<file path="src/rtl/sort4_ctrl_pkg.sv">
// sort4_ctrl shared types: FSM encoding, sizes,
// and the pass-end helper for the bubble schedule.
package sort4_ctrl_pkg;

  localparam int NUM_ELEM  = 4;
  localparam int ELEM_W    = 4;
  localparam int LAST_PASS = 2;

  typedef enum logic [1:0] {
    IDLE = 2'd0,
    CMP  = 2'd1,
    DONE = 2'd2
  } state_t;

  typedef logic [ELEM_W-1:0] elem_t;

  // last compare index of a pass shrinks by one
  // each pass as the tail becomes final
  function automatic logic [1:0] pass_end(
    input logic [1:0] pass
  );
    return 2'(LAST_PASS) - pass;
  endfunction

endpackage

</file>
<file path="src/rtl/sort4_ctrl_if.sv">
// Producer/consumer valid-ready bundle for sort4_ctrl.
// slave = sorter side, master = producer/consumer side.
interface sort4_ctrl_if;
  import sort4_ctrl_pkg::*;

  logic        in_valid;
  logic        in_ready;
  logic [15:0] in_data;
  logic        out_valid;
  logic        out_ready;
  logic [15:0] out_data;
  logic [2:0]  swap_count;

  modport slave (
    input  in_valid,
    input  in_data,
    input  out_ready,
    output in_ready,
    output out_valid,
    output out_data,
    output swap_count
  );

  modport master (
    output in_valid,
    output in_data,
    output out_ready,
    input  in_ready,
    input  out_valid,
    input  out_data,
    input  swap_count
  );

endinterface

</file>
<file path="src/rtl/sort4_ctrl_cmp.sv">
// fourbit_comparator: unsigned 4-bit magnitude compare.
// Ports: a, b operands; gt/eq/lt one-hot result.
module fourbit_comparator (
  input  logic [3:0] a,
  input  logic [3:0] b,
  output logic       gt,
  output logic       eq,
  output logic       lt
);

  assign gt = a > b;
  assign eq = a == b;
  assign lt = a < b;

endmodule

</file>
<file path="src/rtl/sort4_ctrl.sv">
// sort4_ctrl: bubble-sorts four 4-bit values, one compare/clk.
// Ports: clk, rst_n, io (valid/ready in+out, swap_count), busy.
module sort4_ctrl
  import sort4_ctrl_pkg::*;
#(
  parameter bit DESCENDING = 1'b0,
  parameter bit EARLY_EXIT = 1'b1
) (
  input  logic         clk,
  input  logic         rst_n,
  sort4_ctrl_if.slave  io,
  output logic         busy
);

  state_t      state_q;
  state_t      state_d;
  elem_t       r [NUM_ELEM];
  logic [1:0]  pass_q;
  logic [1:0]  idx_q;
  logic [2:0]  sc_q;
  logic        swp_q;

  elem_t       op_a;
  elem_t       op_b;
  logic        gt;
  logic        eq;
  logic        lt;
  logic        do_swap;
  logic        last;
  logic        fin;
  logic [1:0]  idx_n;

  assign idx_n = idx_q + 2'd1;

  always_comb begin
    op_a = r[idx_q];
    op_b = r[idx_n];
  end

  fourbit_comparator u_cmp (
    .a  (op_a),
    .b  (op_b),
    .gt (gt),
    .eq (eq),
    .lt (lt)
  );

  // equal operands never swap, keeping the sort stable
  assign do_swap = DESCENDING ? (lt & ~eq)
                              : (gt & ~eq);

  assign last = idx_q == pass_end(pass_q);

  // early exit looks at the current step too
  assign fin = last &&
    (pass_q == 2'(LAST_PASS) ||
     (EARLY_EXIT && !(swp_q || do_swap)));

  always_comb begin
    state_d = state_q;
    unique case (1'b1)
      (state_q == IDLE):
        if (io.in_valid) state_d = CMP;
      (state_q == CMP):
        if (fin) state_d = DONE;
      (state_q == DONE):
        if (io.out_ready) state_d = IDLE;
      default:
        state_d = IDLE;
    endcase
  end

  always_ff @(posedge clk or negedge rst_n) begin
    if (!rst_n) begin
      state_q <= IDLE;
      pass_q  <= '0;
      idx_q   <= '0;
      sc_q    <= '0;
      swp_q   <= 1'b0;
      for (int k = 0; k < NUM_ELEM; k++)
        r[k] <= '0;
    end else begin
      state_q <= state_d;
      if (state_q == IDLE && io.in_valid) begin
        pass_q <= '0;
        idx_q  <= '0;
        sc_q   <= '0;
        swp_q  <= 1'b0;
        for (int k = 0; k < NUM_ELEM; k++)
          r[k] <= io.in_data[k*ELEM_W +: ELEM_W];
      end else if (state_q == CMP) begin
        if (do_swap) begin
          r[idx_q] <= op_b;
          r[idx_n] <= op_a;
          sc_q     <= sc_q + 3'd1;
          swp_q    <= 1'b1;
        end
        if (last) begin
          pass_q <= pass_q + 2'd1;
          idx_q  <= '0;
          swp_q  <= 1'b0;
        end else begin
          idx_q  <= idx_n;
        end
      end
    end
  end

  assign io.in_ready   = state_q == IDLE;
  assign io.out_valid  = state_q == DONE;
  assign io.out_data   = {r[3], r[2], r[1], r[0]};
  assign io.swap_count = sc_q;
  assign busy          = state_q == CMP;

endmodule

</file>
<file path="src/flat_wrapper.sv">
// flat-port wrapper written by rule: the top's interface ports become plain ports
module sort4_ctrl_flat import sort4_ctrl_pkg::*;
#(
  parameter bit DESCENDING = 1'b0,
  parameter bit EARLY_EXIT = 1'b1
)
  (clk, rst_n, busy, io_in_valid, io_in_data, io_out_ready, io_in_ready, io_out_valid, io_out_data, io_swap_count);
  sort4_ctrl_if io_i ();
  input  logic clk;
  input  logic rst_n;
  output logic busy;
  input wire logic [$bits(io_i.in_valid)-1:0] io_in_valid;
  input wire logic [$bits(io_i.in_data)-1:0] io_in_data;
  input wire logic [$bits(io_i.out_ready)-1:0] io_out_ready;
  output wire logic [$bits(io_i.in_ready)-1:0] io_in_ready;
  output wire logic [$bits(io_i.out_valid)-1:0] io_out_valid;
  output wire logic [$bits(io_i.out_data)-1:0] io_out_data;
  output wire logic [$bits(io_i.swap_count)-1:0] io_swap_count;
  assign io_i.in_valid = io_in_valid;
  assign io_i.in_data = io_in_data;
  assign io_i.out_ready = io_out_ready;
  assign io_in_ready = io_i.in_ready;
  assign io_out_valid = io_i.out_valid;
  assign io_out_data = io_i.out_data;
  assign io_swap_count = io_i.swap_count;
  sort4_ctrl #(.DESCENDING(DESCENDING), .EARLY_EXIT(EARLY_EXIT)) u_core (.clk(clk), .rst_n(rst_n), .io(io_i), .busy(busy));
endmodule
</file>
<file path="config.mk">
export PLATFORM = sky130hd
export DESIGN_NAME = sort4_ctrl_flat
export DESIGN_NICKNAME = d
export VERILOG_FILES = /design/src/rtl/sort4_ctrl_pkg.sv /design/src/rtl/sort4_ctrl_if.sv /design/src/rtl/sort4_ctrl_cmp.sv /design/src/rtl/sort4_ctrl.sv /design/src/flat_wrapper.sv
export SDC_FILE = /design/constraint.sdc
export NUM_CORES = 1
export LEC_CHECK = 0
export ABC_AREA = 1
export BUFFER_PORTS_ARGS = -buffer_cell sky130_fd_sc_hd__buf_2
export CAP_MARGIN = 20
export CORE_MARGIN = 1.5
export CORE_UTILIZATION = 60
export CTS_CLUSTER_SIZE = 28
export DETAILED_ROUTE_END_ITERATION = 16
export GPL_TIMING_DRIVEN = 0
export PLACE_DENSITY = 0.84
export SKIP_CTS_REPAIR_TIMING = 1
export SLEW_MARGIN = 20
export SYNTH_ARGS = -nofsm -noshare
export SYNTH_HDL_FRONTEND = slang
export SYNTH_HIERARCHICAL = 1
export SYNTH_SLANG_ARGS = --single-unit
</file>
<file path="constraint.sdc">
create_clock -name clk -period 5.8 [get_ports clk]
set_clock_uncertainty 0.05 [all_clocks]
set_input_delay 0.87 -clock clk [delete_from_list [all_inputs] [get_ports clk]]
set_output_delay 0.87 -clock clk [all_outputs]
set_load 0.005 [all_outputs]
</file>
=== Word-level counts from Yosys, hierarchy flattened ===
Index checks and enable logic that the tools add are counted.

* Bits in registers: 26
* Bits in latches: 0
* Bits in writable memories: 0
* Bits in read-only memories: 0
* Input bits: 20
* Output and inout port bits: 22
* Word-level logic and storage cells: 78
* Memories: 0

* Add/subtract/negate cells: 4
* Multiply operators: 0
* Div/mod/pow operators: 0
* Order comparisons: 5
* Eq/ne operators: 8
* Shifts and indexed selects: 0
* Mux-type cells: 32
* Bitwise logic cells: 4
* Reduce and logical (&&, ||, !) cells: 16

{| class="wikitable"
|+ Operators with widths
! kind !! number
|-
| 16-bit two-way mux || 3
|-
| 16-bit bitwise mux || 2
|-
| 4-bit two-way mux || 6
|-
| 2-bit two-way mux || 9
|-
| 4-bit binary-select mux with 2-bit select || 2
|-
| 4-bit demux with 2-bit select || 2
|-
| 3-bit two-way mux || 3
|-
| 3-bit greater-or-equal comparator (second input constant) || 2
|-
| 3-bit by 1-bit < comparator with 1-bit output (second input constant) || 2
|-
| 2-bit NOT with 3-bit output || 2
|-
| 2-bit one-hot mux with 3 select lines || 1
|-
| 2-bit AND reduction || 3
|-
| 2-bit nonzero test || 3
|-
| 2-bit by 1-bit adder with 2-bit output (second input constant) || 2
|-
| 2-bit == test (second input constant) || 2
|-
| 4-bit == test || 1
|-
| 4-bit > comparator || 1
|-
| 1-bit logical AND || 4
|-
| 1-bit two-way mux || 4
|-
| 2-bit != test (second input constant) || 2
|-
| 3-bit by 1-bit adder with 3-bit output (second input constant) || 1
|-
| 3-bit AND reduction || 1
|-
| 3-bit nonzero test || 1
|-
| 2-bit by 1-bit == test with 1-bit output (second input constant) || 1
|-
| 8 further kinds || 9
|}

=== Depth between registers and ports, before layout ===
* Depth after elaboration: 14
* Depth in mapped cells: 19
* Mapped depth without buffers: 17

=== Modules after synthesis ===
The synthesis kept the hierarchy.

{| class="wikitable"
|+ By module, submodules not included
! module !! times used !! cells each !! area each (µm²) !! sequential area each (µm²)
|-
| sort4_ctrl || 1 || 296 || 1973.1 || 650.6
|-
| fourbit_comparator || 1 || 20 || 115.1 || 0.0
|}

=== Worst setup path before layout ===
OpenSTA, ideal clock, no wires.

* Path kind: register to register
* From: register u_core.idx_q[0]
* To: register u_core.r, in the netlist u_core/io.out_data[10]
* Setup time: 0.065 ns
* Data arrival time: 2.756 ns
* Required time: 5.685 ns
* Path slack: 2.929 ns
* Cell stages (with the launch flop): 20
* Path buffers: 2
* Clock period less this slack: 2.871 ns
* Cell sequence: dfrtp_1 buf_6 inv_2 buf_6 ha_1 inv_1 nand3_1 and2_1 inv_1 ha_1 nand2_1 inv_1 nand2_1 a21oi_1 nand2_1 o21ai_4 nand2_2 nor2_1 nand2_1 nand2_1

* Elaborated cells between the ends (all ways): 30
* Those cells by class: add/sub (1); order compare (5); eq/ne (1); mux (15); bitwise (4); reduce/logical (4)

{| class="wikitable"
|+ RTL lines
! item !! RTL line !! RTL
|-
| start: declaration || sort4_ctrl.sv:19 || <nowiki>logic [1:0] idx_q;</nowiki>
|-
| start signal: assignment || sort4_ctrl.sv:103 || <nowiki>idx_q <= idx_n;</nowiki>
|-
| 2-bit by 1-bit adder with 2-bit output || sort4_ctrl.sv:33 || <nowiki>assign idx_n = idx_q + 2'd1;</nowiki>
|-
| 2-bit NOT with 3-bit output (not written as such) || sort4_ctrl.sv:37 || <nowiki>op_b = r[idx_n];</nowiki>
|-
| 4-bit binary-select mux with 2-bit select || sort4_ctrl.sv:37 ||
|-
| 4-bit two-way mux (not written as such) (2 in series) || sort4_ctrl.sv:37 ||
|-
| net u_core.op_b[3] || sort4_ctrl.sv:24 || <nowiki>elem_t op_b;</nowiki>
|-
| 4-bit > comparator || sort4_ctrl_cmp.sv:11 || <nowiki>assign gt = a > b;</nowiki>
|-
| net u_core.gt || sort4_ctrl.sv:25 || <nowiki>logic gt;</nowiki>
|-
| 1-bit AND || sort4_ctrl.sv:50 || <nowiki>: (gt & ~eq);</nowiki>
|-
| 2-bit nonzero test (no line) || - ||
|-
| 2-bit AND reduction (no line) || - ||
|-
| end signal: indexed assignment || sort4_ctrl.sv:90 || <nowiki>r[k] <= io.in_data[k*ELEM_W +: ELEM_W];</nowiki>
|-
| end signal: indexed assignment || sort4_ctrl.sv:93 || <nowiki>r[idx_q] <= op_b;</nowiki>
|-
| end signal: indexed assignment || sort4_ctrl.sv:94 || <nowiki>r[idx_n] <= op_a;</nowiki>
|-
| end: declaration || sort4_ctrl.sv:17 || <nowiki>elem_t r [NUM_ELEM];</nowiki>
|}

The timed path passes the listed nets, and every way through them passes these cells. The select of a mux whose other input is x is not followed.
A chain may end at the register's enable or synchronous reset.

=== Final worst setup path ===
* From: register u_core.idx_q[1]
* To: register u_core.r, in the netlist u_core/io.out_data[15]

Same word-level chain as after synthesis.

==> flow_metrics.tcl <==
set metrics [dict create \
    status "completed" \
    top_layer_used "met4" \
    drt_iter0_drc 144 \
    clk_latency_ns 0.32 \
    ff2ff_path_depth 17 \
    area_delta_synth_final_pct 14.4 \
    cts_tree "done" \
    final_util 0.714 \
    overflow 0 \
    path_buf_inv 4 \
    post-route-period-util 0.611 \
    vdd_ir_drop_max_uv 417 \
    ios 42 \
    slew_headroom 0.605 \
    setup_viol 0 \
    endpoint "u_core/io.out_data[15]" \
    rsz0062_at_grt "no" \
    clkTransAtPathRegs_ns 0.15 \
    swShare 0.560 \
    grt.total_usage 0.292 \
    first_pass_iters 5 \
    regArea_um2 651 \
    wl_per_cell_um 12.9 \
    setup.worst_path.start "u_core/idx_q[1]" \
    fin_crit_ns 3.55 \
    wl_met3_um 315 \
    whs_ns 0.474 \
    worstMarginPinSlew_ns 0.593 \
    met1_length_um 2320 \
    dr_wl_met2_um 2510 \
    antenna_found_initial 0 \
    drv_slew 0 \
    via_per_inst 5.39 \
    setup.worst_path.start_class "register" \
    initial_core_util 0.624 \
    max_cap_viol_count 0 \
    gp_congestion 1.00 \
    netSwitchingPower_w 0.000941 \
    diodes 0 \
    layout.cells.non_filler 406 \
    avgSynthCellArea_um2 6.61 \
    critPathTopFamily "simple AND/OR/NAND/NOR gates" \
    grt_pass1_vias 1867 \
    crit_required_ns 6.02 \
    syn_area_mm2 0.00208 \
    design_area_mm2 0.00238 \
    grt_pass1_wl_um 8300 \
    nNetsFinal 393 \
    crit_path_end_kind "register" \
    final_antenna_net_count 0 \
    slowest_delay_ns 0.62 \
    clockBufferDepth 2 \
    coreArea_mm2 0.00334 \
    r2r_setup_slack_ns 2.25 \
    vias 2189 \
    drc_errors 0 \
    cp_max_fo 9 \
    postPlaceCellArea_mm2 0.00234 \
    hold_class "in -> async" \
    clock_power_share 0.055 \
    cts_root_buf "clkbuf_4" \
    path_class "reg -> reg" \
    r2r-start "u_core/idx_q[1]" \
    cpMostUsedCell "nand2_1" \
    routed_wirelength_um 5250 \
    cts.sinks 26 \
    crit_arrival_ns 3.77 \
    power_frac_seq 0.203 \
    synth_cells 315 \
    synth_nets 347 \
    power.internal_w 0.000740 \
    timing.rr.end "u_core/io.out_data[15]" \
    dp.cells 402 \
    max_freq_mhz 282 \
    n_fill_cell 319 \
    crit_slowest_cell "dfrtp_1" \
    p_per_area_mw_per_mm2 706 \
    fp.dieH_um 61.9 \
    cts_made_buffers 3 \
    path_depth 17 \
    cts.htree.levels 1 \
    portBuffers 41 \
    multi_input_area_mm2 0.00129 \
    fin_setup_tns_ns 0 \
    drive_gt1_frac 0.189 \
    p_leak_nw 1.35 \
    synth_warnings 6 \
    cp_cell_sequence "inv_1 > ha_1 > inv_1 > nand3_1 > and2_1 > inv_1 > ha_1 > nand2_1 > inv_1 > nand2_1 > a21oi_1 > nand2_1 > o21ai_4 > nand2_2 > nor2_1 > nand2_1 > nand2_1" \
    hpwlAfterDp_um 3940 \
    dieArea_mm2 0.00383 \
    p_comb_frac 0.742 \
    std_cell_rows 21 \
    grt_max_degree 27 \
    hold_viol 0 \
    die_width_um 61.9 \
]
cell type report:
cell class,instances,area share
multi-input combinational,259,0.541
buffer,7,0.0242
clock buffer,4,0.0152
tap,46,0.0242
inverter,23,0.0363
sequential,26,0.273
timing repair buffer,41,0.0862
power groups by stage:
stage	clock network, W	logic (W)	registers, W
after floorplan	0	0.000918	0.000335
after detailed placement	0	0.00122	0.000344
after CTS	0.0000958	0.00123	0.000340
final	0.0000931	0.00125	0.000340
after global routing	0.000104	0.00141	0.000352
after global placement	0	0.00119	0.000340
state kept, by name, summed over array words and instances, names as in the netlist:
name and flops:
u_core/pass_q 2, u_core/io.swap_count 3, u_core/state_q 2, u_core/idx_q 2
u_core/swp_q 1, u_core/io.out_data 16
routing by layer:
layer,GRT usage,vias to the layer above
li1,-,1107
met1,0.387,994
met2,0.490,80
met3,0.0331,8
met4,0.112,0
met5,0,-
worst min path at each step:
stage | start | to | slack [ns] | depth (start not counted)
after floorplan | u_core/pass_q[1] | u_core/pass_q[1] | 0.41 | 2
after global placement | u_core/swp_q | u_core/swp_q | 0.43 | 2
after detailed placement | u_core/pass_q[1] | u_core/pass_q[1] | 0.44 | 2
after CTS | u_core/pass_q[1] | u_core/pass_q[1] | 0.48 | 2
after global routing | rst_n | u_core/io.out_data[4] | 0.50 | 1
final | rst_n | u_core/io.out_data[5] | 0.47 | 1
stage by stage:
step	total power, W	setup WS [ns]
2_1_floorplan	0.00125	2.94
3_3_place_gp	0.00153	2.42
3_5_place_dp	0.00157	2.35
4_1_cts	0.00166	2.31
5_1_grt	0.00187	2.00
6_report	0.00168	2.25
layout by cell type, fill, tap and decap left out:
cell type	count
a21oi_1	3
o21ai_1	2
clkbuf_4	3
inv_1	22
o21ai_0	3
clkbuf_8	1
buf_6	3
nand3_1	64
nor2_1	42
and2_1	8
nand2_1	104
xnor2_1	2
inv_2	1
o31ai_1	1
nand3_2	7
ha_1	12
nand2_4	1
buf_4	2
clkbuf_1	1
buf_2	42
dfrtp_1	26
o21ai_4	1
nand4_1	2
nand2_2	6
nor2_2	1
worst register-to-register path: stages, from the launching register on:
cell and delay [ns]:
dfrtp_1 0.62, inv_1 0.26, ha_1 0.54, inv_1 0.15
nand3_1 0.21, and2_1 0.15, inv_1 0.04, ha_1 0.28
nand2_1 0.08, inv_1 0.05, nand2_1 0.05, a21oi_1 0.12
nand2_1 0.17, o21ai_4 0.30, nand2_2 0.17, nor2_1 0.14
nand2_1 0.06, nand2_1 0.06
Power figures use the tool's default switching activity.
